$ cat config.mk
export PLATFORM = sky130hd
export DESIGN_NAME = gate_trigger_controller
export DESIGN_NICKNAME = d
export VERILOG_FILES = /design/src/rtl/gate_trigger_controller.sv
export SDC_FILE = /design/constraint.sdc
export NUM_CORES = 1
export LEC_CHECK = 0
export BUFFER_PORTS_ARGS = -buffer_cell sky130_fd_sc_hd__buf_2
export CORE_MARGIN = 4
export CORE_UTILIZATION = 60
export DETAILED_ROUTE_END_ITERATION = 7
export HOLD_SLACK_MARGIN = 0.02
export PLACE_DENSITY = 0.79
export SYNTH_ARGS = -nofsm -noshare
export SYNTH_HDL_FRONTEND = slang
export SYNTH_SLANG_ARGS = --single-unit
$ cat constraint.sdc
create_clock -name clk -period 3.09 [get_ports clk]
set_input_delay 0.309 -clock clk [delete_from_list [all_inputs] [get_ports clk]]
set_output_delay 0.309 -clock clk [all_outputs]
set_load 0.03 [all_outputs]
$ cat src/rtl/gate_trigger_controller.sv
// Turns note-on/note-off events into the envelope gate: held-note count, minimum gate length,
// forced low gap on re-trigger. Optional statistics counters under `GATE_CTRL_STATS_EN.
module gate_trigger_controller #(
  parameter int unsigned RETRIG_GAP_TICKS = 2,
  parameter int unsigned MIN_GATE_TICKS   = 88,
  parameter int unsigned MAX_NOTES        = 8
) (
  input  logic                             clk,
  input  logic                             rst,
  input  logic                             sample_tick,
  input  logic                             ev_valid,
  output logic                             ev_ready,
  input  logic                             ev_note_on,
  input  logic                             legato,
  output logic                             gate,
  output logic [$clog2(MAX_NOTES+1)-1:0]   held_count
`ifdef GATE_CTRL_STATS_EN
  ,
  output logic [15:0]                      retrig_count,
  output logic [15:0]                      dropped_count
`endif
);

  localparam int unsigned HeldW = $clog2(MAX_NOTES + 1);
  localparam int unsigned GapW  = $clog2(RETRIG_GAP_TICKS + 1);
  // A zero minimum still needs a 1-bit counter that simply never moves.
  localparam int unsigned MinW  = (MIN_GATE_TICKS == 0) ? 1 : $clog2(MIN_GATE_TICKS + 1);

  typedef enum logic [1:0] {StIdle, StOn, StPendOff, StGap} state_e;

  state_e            state_q, state_d;
  logic [HeldW-1:0]  held_q, held_d;
  logic [MinW-1:0]   min_q, min_d;
  logic [GapW-1:0]   gap_q, gap_d;
  logic              gate_q, gate_d;
  logic              ev_fire, is_on, is_off, held_at_max, held_le_one, min_done, pend_expire;
  logic              enter_gap, drop_ev;
  logic [MinW:0]     min_inc;

  assign ev_ready    = (state_q != StGap) && !rst;
  assign ev_fire     = ev_valid && ev_ready;
  assign is_on       = ev_fire && ev_note_on;
  assign is_off      = ev_fire && !ev_note_on;
  assign held_at_max = (held_q == HeldW'(MAX_NOTES));
  assign held_le_one = (held_q <= HeldW'(1));
  assign min_done    = (min_q == MinW'(MIN_GATE_TICKS));
  assign min_inc     = {1'b0, min_q} + (MinW + 1)'(1);
  assign pend_expire = sample_tick && (min_inc >= (MinW + 1)'(MIN_GATE_TICKS));

  always_comb begin
    state_d   = state_q;
    held_d    = held_q;
    min_d     = min_q;
    gap_d     = gap_q;
    enter_gap = 1'b0;
    drop_ev   = 1'b0;

    if (is_on) begin
      if (held_at_max) drop_ev = 1'b1;
      else             held_d  = held_q + HeldW'(1);
    end else if (is_off) begin
      if (held_q == '0) drop_ev = 1'b1;
      else              held_d  = held_q - HeldW'(1);
    end

    // Tick advances the counters of the current state; transitions below may override.
    if (sample_tick) begin
      if ((state_q == StOn || state_q == StPendOff) && !min_done) min_d = min_q + MinW'(1);
      if (state_q == StGap && gap_q != GapW'(RETRIG_GAP_TICKS))  gap_d = gap_q + GapW'(1);
    end

    unique case (state_q)
      StIdle: begin
        if (is_on) begin
          state_d = StOn;
          min_d   = '0;
        end
      end
      StOn: begin
        if (is_on && !legato) begin
          state_d   = StGap;
          gap_d     = '0;
          enter_gap = 1'b1;
        end else if (is_off && held_le_one) begin
          state_d = min_done ? StIdle : StPendOff;
        end
      end
      StPendOff: begin
        if (is_on) begin
          if (legato) begin
            state_d = StOn;
          end else begin
            state_d   = StGap;
            gap_d     = '0;
            enter_gap = 1'b1;
          end
        end else if (pend_expire) begin
          state_d = StIdle;
        end
      end
      StGap: begin
        if (sample_tick && gap_q == GapW'(RETRIG_GAP_TICKS - 1)) begin
          state_d = StOn;
          min_d   = '0;
          gap_d   = '0;
        end
      end
      default: state_d = StIdle;
    endcase

    gate_d = (state_d == StOn) || (state_d == StPendOff);
  end

  always_ff @(posedge clk) begin
    if (rst) begin
      state_q <= StIdle;
      held_q  <= '0;
      min_q   <= '0;
      gap_q   <= '0;
      gate_q  <= 1'b0;
    end else begin
      state_q <= state_d;
      held_q  <= held_d;
      min_q   <= min_d;
      gap_q   <= gap_d;
      gate_q  <= gate_d;
    end
  end

  assign gate       = gate_q;
  assign held_count = held_q;

`ifdef GATE_CTRL_STATS_EN
  logic [15:0] retrig_q, retrig_d, dropped_q, dropped_d;

  always_comb begin
    retrig_d  = retrig_q;
    dropped_d = dropped_q;
    if (enter_gap && retrig_q != 16'hFFFF) retrig_d  = retrig_q + 16'd1;
    if (drop_ev && dropped_q != 16'hFFFF)  dropped_d = dropped_q + 16'd1;
  end

  always_ff @(posedge clk) begin
    if (rst) begin
      retrig_q  <= '0;
      dropped_q <= '0;
    end else begin
      retrig_q  <= retrig_d;
      dropped_q <= dropped_d;
    end
  end

  assign retrig_count  = retrig_q;
  assign dropped_count = dropped_q;
`else
  logic unused_stats;
  assign unused_stats = enter_gap ^ drop_ev;
`endif

endmodule

==> run summary, run 1 <==
The run finished with clean final reports. The tightest min-delay check is of the in2reg type. The global-route wire length before repair is roughly 4.3 mm. The final count of pins violating max slew came out at 0. The area added between synthesis and finish came out at 5.21%. After detailed routing, no signal wire sits above met4. The CTS tree is yes. At the end of routability-driven placement, the weighted congestion stood at 0.970. The overall overflow remaining after global route came out at 0.

Across the run, the number of max-cap violations was 0. The post-cts repair resize count came out at 0. The transition time at the pin with the least slew margin came out at 0.431 ns. Counting the buffers created by CTS gives 3. The number of levels in the clock H-tree is 1. Clock latency on the worst-skew pair, taken at its later pin, is 0.29 ns. The maximum buffer depth of the clock tree came out at 2. The via count came out at 1022.

The via count of the first global-routing pass is 994. The final-layout fill cell count came out at 158. STA classifies the critical path endpoint as a register. For this run, the top clock speed supported by timing is 485 MHz. The endpoint required time on the critical path came out at 3.32 ns.

The number of antenna violations at the first check in global routing is 0. The data arrival time of the critical path came out at ~2.3 ns. Setup violations remaining at the end of the flow were counted as 0.

The final setup TNS came out at 0 ns. The post-synthesis cell type with the largest combined area is sky130_fd_sc_hd__dfxtp_1. The remaining max-slew budget at the tightest pin is 71.1%.

Buffers added to address setup during post-CTS repair amount to 0. The number of hold buffers added after CTS was 0. The number of rows created at floorplan came out at 15.

For this run, the register share of the synthesized area comes to 27.2%. The number of buffer cells added on primary ports is 11. The detailed placer's ending HPWL is approximately 1.8 mm. The slack of the critical path came out at 1.03 ns. Synthesis instantiated 46 different standard cells from the library. In the synthesized netlist the async set-or-reset flop fraction comes to 0%. The clock-pin transition on the worst setup and hold timing paths is ~0.090 ns. The clock tree root driver cell is sky130_fd_sc_hd__clkbuf_4. During synthesis, Yosys emitted a total of 0 warnings. Entering global routing, the biggest net connects 14 pins. Along the worst path, the maximum fanout reaches 6. The most used flip-flop cell after synthesis is sky130_fd_sc_hd__dfxtp_1. The flip-flop and latch count after synthesis is 16. The met3 wirelength from detailed routing came out at about 190 µm. The kind of critical path is reg2reg. The met1 layer wirelength in the final routing is between 1 and 1.5 mm.

The width of the chip is roughly 52 µm. The starting utilization of the core area is approximately two thirds. The first-pass iteration count of the detailed router is 4. For this run, design rule violations remaining after detail routing come to 0. The final worst clock skew came out at between 0.003 and 0.004 ns. The commonest cells after synthesis are 21 x sky130_fd_sc_hd__nor2_1, 16 x sky130_fd_sc_hd__dfxtp_1, 12 x sky130_fd_sc_hd__ha_1. The total count of hold-check failures in the final report is 0.

The die covers around 2700 µm². The floorplan step defined a core boundary enclosing around 1800 µm². The overall track demand over capacity in global routing came out at about a fifth. The total wire length after detailed routing came out at ~2.4 mm. The number of nets still failing antenna checks after routing came out at 0.

In the post-synthesis netlist, the cell with the most instances is sky130_fd_sc_hd__nor2_1. After layout, the worst path uses between 60% and 70% of the clock period. The mean routed wirelength per cell is 13.4 µm. The overall die height is 52.3 µm. The mean area per synthesized cell came out at approximately 8 µm². Across the VDD grid, the largest voltage drop is ~0.28 mV.

The number of enable flip-flop cells after synthesis is 0. The time the worst path needs with I/O delays and setup came out at 2.06 ns. The total nets after synthesis came out at between 150 and 200. The total power per unit cell area came out at approximately 390 nW/µm².

The worst setup path is launched from a register. Yosys attributes the largest share of cell area to sky130_fd_sc_hd__dfxtp_1 27%, sky130_fd_sc_hd__ha_1 13%, sky130_fd_sc_hd__nor2_1 6.7%. The area share of the leading cell type in the synthesized netlist came out at a little over a quarter.

Counting every instance in the synthesized netlist gives around 150. The number of sinks driven by the clock tree is 16. Cells with a size suffix above 1 make up ~14% of the layout. The worst setup slack before clock tree synthesis came out at about 1.1 ns.

The repair_antennas step left the layout with diodes totalling 0. The met2 wire length came out at roughly 1.1 mm. The total leakage power came out at 0.498 nW. At the end of the flow, the number of nets in the layout was ~170.

The synthesized cell area came out at between 1000 and 1500 µm². After the first detailed-routing iteration, the DRC count stood at 40. Setup repair after global routing left no endpoint under its margin. In the routed layout, each cell is associated on average with a via count of between 5 and 6.

In this run the count of I/O pins placed on the die edge is 12.
## routing by layer
metal	global-route usage, %	vias to the layer above
met3	5.41	6
met2	34.1	36
met4	8.51	0
li1	-	520
met5	0	-
met1	25.8	460
## flip-flops by register name, summed over array words and instances, names as in the netlist
| register | count |
|---|---|
| held_count | 4 |
| gate | 1 |
| state_q | 2 |
| gap_q | 2 |
| min_q | 7 |
## metrics by stage
stage                     std cells  utilization, %  instance area, µm²  hold WS (ns)  power, W
after floorplan                 145               -                1180         0.484  0.000341
after global placement          175            68.2                1220         0.511  0.000366
after detailed placement        175            68.2                1220         0.525  0.000370
after CTS                       178            69.5                1240         0.333  0.000484
after global routing            178            69.5                1240         0.334  0.000512
final                           178            69.5                1240         0.338  0.000481
## kinds of logic (layout without fill, tap and decap cells)
group / count (synthesis) / in the layout / share of synthesized area [%]
and+or+nand+nor: 59 / 59 / 25.3
adders and majority gates: 12 / 12 / 12.8
AOI/OAI and AO/OA: 30 / 30 / 18.1
muxes: 1 / 1 / 0.850
buffers and inverters: 15 / 23 / 6.91
xor gates and xnor gates: 12 / 12 / 8.93
DFF: 16 / 16 / 27.2
## placed cells by master (no fill, tap or decap), types with 2 or more instances in the layout
cell,Yosys,layout
sky130_fd_sc_hd__nand3_1,8,8
sky130_fd_sc_hd__nor2b_1,3,3
sky130_fd_sc_hd__nor3_1,3,3
sky130_fd_sc_hd__nor2_1,21,21
sky130_fd_sc_hd__nand2_1,10,10
sky130_fd_sc_hd__or3_1,2,2
sky130_fd_sc_hd__a31oi_1,2,2
sky130_fd_sc_hd__dfxtp_1,16,16
sky130_fd_sc_hd__a21oi_1,6,6
sky130_fd_sc_hd__o21ai_0,6,6
sky130_fd_sc_hd__clkbuf_4,0,3
sky130_fd_sc_hd__xor2_1,6,6
sky130_fd_sc_hd__o211a_1,2,2
sky130_fd_sc_hd__xnor2_1,6,6
sky130_fd_sc_hd__inv_1,9,9
sky130_fd_sc_hd__buf_2,3,11
sky130_fd_sc_hd__ha_1,12,12
## worst paths after layout
path         startpoint             to  slack [ns]  cells past startpoint
max            min_q[0]       min_q[5]        1.03                      8
min                 rst  held_count[1]        0.34                      2
max reg2reg    min_q[0]       min_q[5]        1.03                      8
min reg2reg    gap_q[1]       gap_q[1]        0.54                      1
## power breakdown
part | internal [W] | switching, W | total [W]
clock | 0.0000454 | 0.0000672 | 0.000113
sequential | 0.000218 | 0.0000141 | 0.000232
combinational | 0.0000518 | 0.0000849 | 0.000137
## critical path, stage by stage, from the launching register on
cell and delay [ns]:
sky130_fd_sc_hd__dfxtp_1 0.45, sky130_fd_sc_hd__inv_1 0.09, sky130_fd_sc_hd__ha_1 0.20, sky130_fd_sc_hd__nor4bb_1 0.14
sky130_fd_sc_hd__nand3_1 0.13, sky130_fd_sc_hd__and3_1 0.30, sky130_fd_sc_hd__nand4_1 0.19, sky130_fd_sc_hd__or3_1 0.34
sky130_fd_sc_hd__a21oi_1 0.14
## layout make-up
type / instances / area, µm² / share of cell area, %
Multi-Input combinational cell: 114 / 776 / 62.6
Sequential cell: 16 / 320 / 25.9
Timing Repair Buffer: 11 / 55.1 / 4.44
Inverter: 9 / 33.8 / 2.73
Tap cell: 25 / 31.3 / 2.53
Clock buffer: 3 / 22.5 / 1.82
No activity file was read; power rests on OpenSTA's default activity.
==> inputs of run 2 (changes only) <==
ABC_AREA = 1   (was default)
CORE_UTILIZATION = 57   (was 60)
PLACE_DENSITY = 0.76   (was 0.79)
clock period = 1.9 ns   (was 3.09 ns; I/O delays follow)
==> run 2 against run 1 <==
Die area up 3.0%; routed wire length down 0.34%; cell count is 21% higher; total power is 68% higher; synthesized area decreased by 1.6%; first-iteration DRC count fell by 18%; critical path type unchanged.
==> run summary, run 2 <==
The post-synthesis cell type with the largest combined area is sky130_fd_sc_hd__dfxtp_1 (unchanged). The instance area after placement came out at 1260 µm² (was 1220 µm²). The hold path depth is 2 (unchanged). Most frequent cells in the layout: 45 x sky130_fd_sc_hd__nand2_1, 27 x sky130_fd_sc_hd__inv_1, 13 x sky130_fd_sc_hd__nor2_1, 12 x sky130_fd_sc_hd__dfxtp_1, 11 x sky130_fd_sc_hd__buf_2 (was 21 x sky130_fd_sc_hd__nor2_1, 16 x sky130_fd_sc_hd__dfxtp_1, 12 x sky130_fd_sc_hd__ha_1, 11 x sky130_fd_sc_hd__buf_2, 10 x sky130_fd_sc_hd__nand2_1). The via count of the first global-routing pass is 1048 (was 994). The maximum buffer depth of the clock tree is 2 (unchanged). The synthesized cell area was 1160 µm² (was 1180 µm²). The utilization of the core after routing is 67.4% (was 69.5%).

The depth of the worst register-to-register path came out at 13 (was 8). The clock network power share came out at 27.7% (was 23.4%). The clock tree root driver cell is sky130_fd_sc_hd__clkbuf_4 (unchanged). The xor/xnor share of the synthesized area is 1.51% (was 8.93%). The number of different library cells in the post-synthesis netlist came to 29 (was 46). The width of the chip came out at 53.1 µm (was 52.3 µm). The clock-pin transition on the worst setup and hold timing paths is 0.09 ns (about the same).

The number of nets in the finished design came out at 207 (was 173). The nature of the critical path endpoint is a register (unchanged). The most frequent standard cell in the layout excluding fill and tap cells is sky130_fd_sc_hd__nand2_1 (was sky130_fd_sc_hd__nor2_1). The placeable core area came out at 1940 µm² (was 1780 µm²).

The adder-cell share of the synthesized area came out at 13.0% (was 12.8%). The CTS tree is yes (unchanged). The final count of pins violating max slew is 0 (unchanged). The max-capacitance violation count came out at 0 (unchanged). The met3 wirelength from detailed routing was 96 µm (was 187 µm).

Commonest cells in the synthesized netlist: 46 x sky130_fd_sc_hd__nand2_1, 27 x sky130_fd_sc_hd__inv_1, 16 x sky130_fd_sc_hd__dfxtp_1 (was 21 x sky130_fd_sc_hd__nor2_1, 16 x sky130_fd_sc_hd__dfxtp_1, 12 x sky130_fd_sc_hd__ha_1). Chain of cells forming the critical path: inv_1 -> ha_1 -> or2_2 -> nand2_1 -> nor2_2 -> nand2_1 -> o211ai_1 -> a21oi_1 -> nand2_1 -> nand2_2 -> nand2_1 -> nand2_1 -> nand2_1 (was inv_1 -> ha_1 -> nor4bb_1 -> nand3_1 -> and3_1 -> nand4_1 -> or3_1 -> a21oi_1). The final setup TNS is 0 ns (unchanged).

The number of buffers created by CTS came out at 3 (unchanged). The dominant register cell in the synthesized netlist was sky130_fd_sc_hd__dfxtp_1 (unchanged). The kind of critical path is reg2reg (unchanged).

The achievable frequency came to 569 MHz (was 485 MHz). The remaining routing DRC violations is 0 (unchanged). The uppermost layer routed is met4 (unchanged). The area share of the leading cell type in the synthesized netlist came out at 27.6% (was 27.2%).

The mean area per synthesized cell came to 6.74 µm² (was 8.12 µm²). The share of the clock period used by the worst path after layout came to 92.4% (was 66.7%). The total count of hold-check failures in the final report came out at 0 (unchanged).

The cell with the biggest individual delay on the critical path is sky130_fd_sc_hd__dfxtp_1 (unchanged). The total leakage power is 0.620 nW (was 0.498 nW). The number of antenna violations at the first check in global routing is 0 (unchanged). The final design area excluding fillers is 1310 µm² (was 1240 µm²). The largest fanout on the critical path is 5 (was 6). The met2 wire length is 1.19 mm (was 1.10 mm). The design internal power was 0.000545 W (was 0.000315 W). The most frequently used cell type in the post-synthesis netlist is sky130_fd_sc_hd__nand2_1 (was sky130_fd_sc_hd__nor2_1). The net switching power of the design was 0.000262 W (was 0.000166 W). The number of flip-flops under the largest register name came to 7 (unchanged).

The total power of the final layout came to 0.000807 W (was 0.000481 W). The I/O pin count is 12 (unchanged). The overall track demand over capacity in global routing came out at 20.3% (was 20.9%).

The global-route wire length before repair is 4.24 mm (was 4.26 mm). The number of rows created at floorplan was 16 (was 15). The total wire length after detailed routing came out at 2.38 mm (about the same). The relative contribution of combinational cells to total power came out at 25.4% (was 28.4%). The met1 layer wirelength in the final routing is 1.08 mm (was 1.06 mm). The number of diodes added for antenna fixing came out at 0 (unchanged). The worst voltage drop across the vdd grid is 0.538 mV (was 0.280 mV).

The total nets after synthesis is 190 (was 163). The mux share of post-synthesis cell area came out at 0.972% (was 0.850%). The mean routed wirelength per cell was 11.0 µm (was 13.4 µm).

The number of buffer cells added on primary ports came to 11 (unchanged). The combinational family with the most area after synthesis is simple AND/OR/NAND/NOR gates (unchanged). The delay of the slowest critical-path stage came out at 0.38 ns (was 0.45 ns). The overall overflow remaining after global route is 0 (unchanged). The top register by number of flip-flops is min_q (unchanged). The detailed placer's ending HPWL came out at 1.83 mm (was 1.80 mm). The class of the tightest hold or removal check is in2reg (unchanged). The largest net degree at the start of global routing came out at 10 (was 14). The startpoint class of the critical path is a register (unchanged). The count of hold-fix buffers inserted at cts came out at 0 (unchanged). The number of standard cells in the layout, taps in and fillers out came to 215 (was 178).

The die footprint came out at 2820 µm² (was 2730 µm²). The number of setup buffers added after CTS is 0 (unchanged). The final worst clock skew came out at 0.00529 ns (was 0.00318 ns). The number of enable flip-flop cells after synthesis is 0 (unchanged).

The data arrival time of the critical path is 1.94 ns (was 2.29 ns). The cell total after placement is 211 (was 175). The starting utilization of the core area was 59.7% (was 66.0%). The number of nets still failing antenna checks after routing came out at 0 (unchanged).

Result of the run: finished, final reports clean (unchanged). The number of sinks driven by the clock tree is 16 (unchanged). The total power per unit cell area came out at 617 nW/µm² (was 388 nW/µm²). The number of setup violations in the final report is 0 (unchanged). The number of cells produced by synthesis was 172 (was 145). The part of the total power dissipated in sequential elements is 46.8% (was 48.2%). The sequential area share after synthesis came out at 27.6% (was 27.2%). The area added between synthesis and finish came to 13.0% (was 5.21%). The endpoint required time on the critical path was 2.09 ns (was 3.32 ns). The overall die height came out at 53.1 µm (was 52.3 µm). The number of levels in the clock H-tree is 1 (unchanged). The first-pass iteration count of the detailed router came out at 5 (was 4). The compound-gate portion of the synthesized area came to 14.7% (was 18.1%). The vias per cell is 5.27 (was 5.74). The basic-gate share of the synthesized area counting and, or, nand and nor cells is 32.5% (was 25.3%). The fraction of registers with async set/reset came out at 0% (unchanged). The iteration-0 DRC count of the detailed router is 33 (was 40).

The share of final-layout standard cells stronger than drive strength 1 came out at 18.1% (was 14.4%). The switching share of total power was 32.5% (was 34.6%). The via count is 1132 (was 1022). The number of warnings issued by yosys came out at 0 (unchanged). In this design, the critical path's most frequently occurring cell is sky130_fd_sc_hd__nand2_1. The transition time at the pin with the least slew margin is 0.312 ns (was 0.431 ns).

Most area-consuming cells after synthesis: sky130_fd_sc_hd__dfxtp_1 28%, sky130_fd_sc_hd__nand2_1 15%, sky130_fd_sc_hd__ha_1 13% (was sky130_fd_sc_hd__dfxtp_1 27%, sky130_fd_sc_hd__ha_1 13%, sky130_fd_sc_hd__nor2_1 6.7%). The final estimated routing congestion in global placement came out at 0.874 (was 0.970). The time the worst path needs with I/O delays and setup is 1.76 ns (was 2.06 ns). The flip-flop and latch count after synthesis is 16 (unchanged). The clock latency on the worst-skew pair was 0.29 ns (about the same). The remaining max-slew budget at the tightest pin is 79.2% (was 71.1%).
run 2: through the flow:
step,setup slack (ns),hold slack [ns]
final,0.144,0.159
after CTS,0.0802,0.151
after floorplan,0.0239,0.259
after global placement,0.121,0.462
after detailed placement,0.123,0.463
after global routing,-0.00719,0.149
run 2: worst max-delay path, delay by kind of cell (launching register included):
family          cells  cell delay (ns)
simple gates        9             0.76
flops               1             0.38
compound gates      2             0.21
fa+ha+maj           1             0.21
buf+inv             1             0.11
run 2: final cells by class:
class                   count  area [µm²]
repair buffers             12        62.6
multi-input cells         126         733
fillers                   172         633
flip-flops and latches     16         330
inverters                  30         113
well taps                  27        33.8
clock buffers               4        36.3
run 2: path summary, 6_finish.rpt:
path	start	to	slack, ns
worst max-delay path	held_count[1]	gate	0.14
worst min-delay path	rst	state_q[0]	0.16
worst max register to register	held_count[1]	gate	0.14
worst min register to register	min_q[1]	min_q[1]	0.51
run 2: logic make-up after synthesis:
logic type / count (synthesis)
and+or+nand+nor: 83
buffers and inverters: 30
adders and majority gates: 12
xor gates and xnor gates: 2
AOI/OAI and AO/OA: 28
DFF: 16
muxes: 1
run 2: power groups by stage:
stage / clock (W) / sequential [W] / combinational [W]
after floorplan: 0 / 0.000401 / 0.000132
after global placement: 0 / 0.000383 / 0.000196
after detailed placement: 0 / 0.000385 / 0.000201
after CTS: 0.000234 / 0.000377 / 0.000203
after global routing: 0.000250 / 0.000381 / 0.000235
final: 0.000224 / 0.000378 / 0.000205
run 2: per-layer routing:
| metal | GRT usage [%] | vias up |
|---|---|---|
| met5 | 0 | - |
| met4 | 4.26 | 0 |
| met3 | 5.92 | 2 |
| met2 | 36.4 | 25 |
| met1 | 23.7 | 520 |
| li1 | - | 585 |
run 2: repair_timing:
item	4_1_cts	5_1_grt
endpoints found under the hold margin	0	0
setup endpoints to repair	0	3
resized for setup	0	8
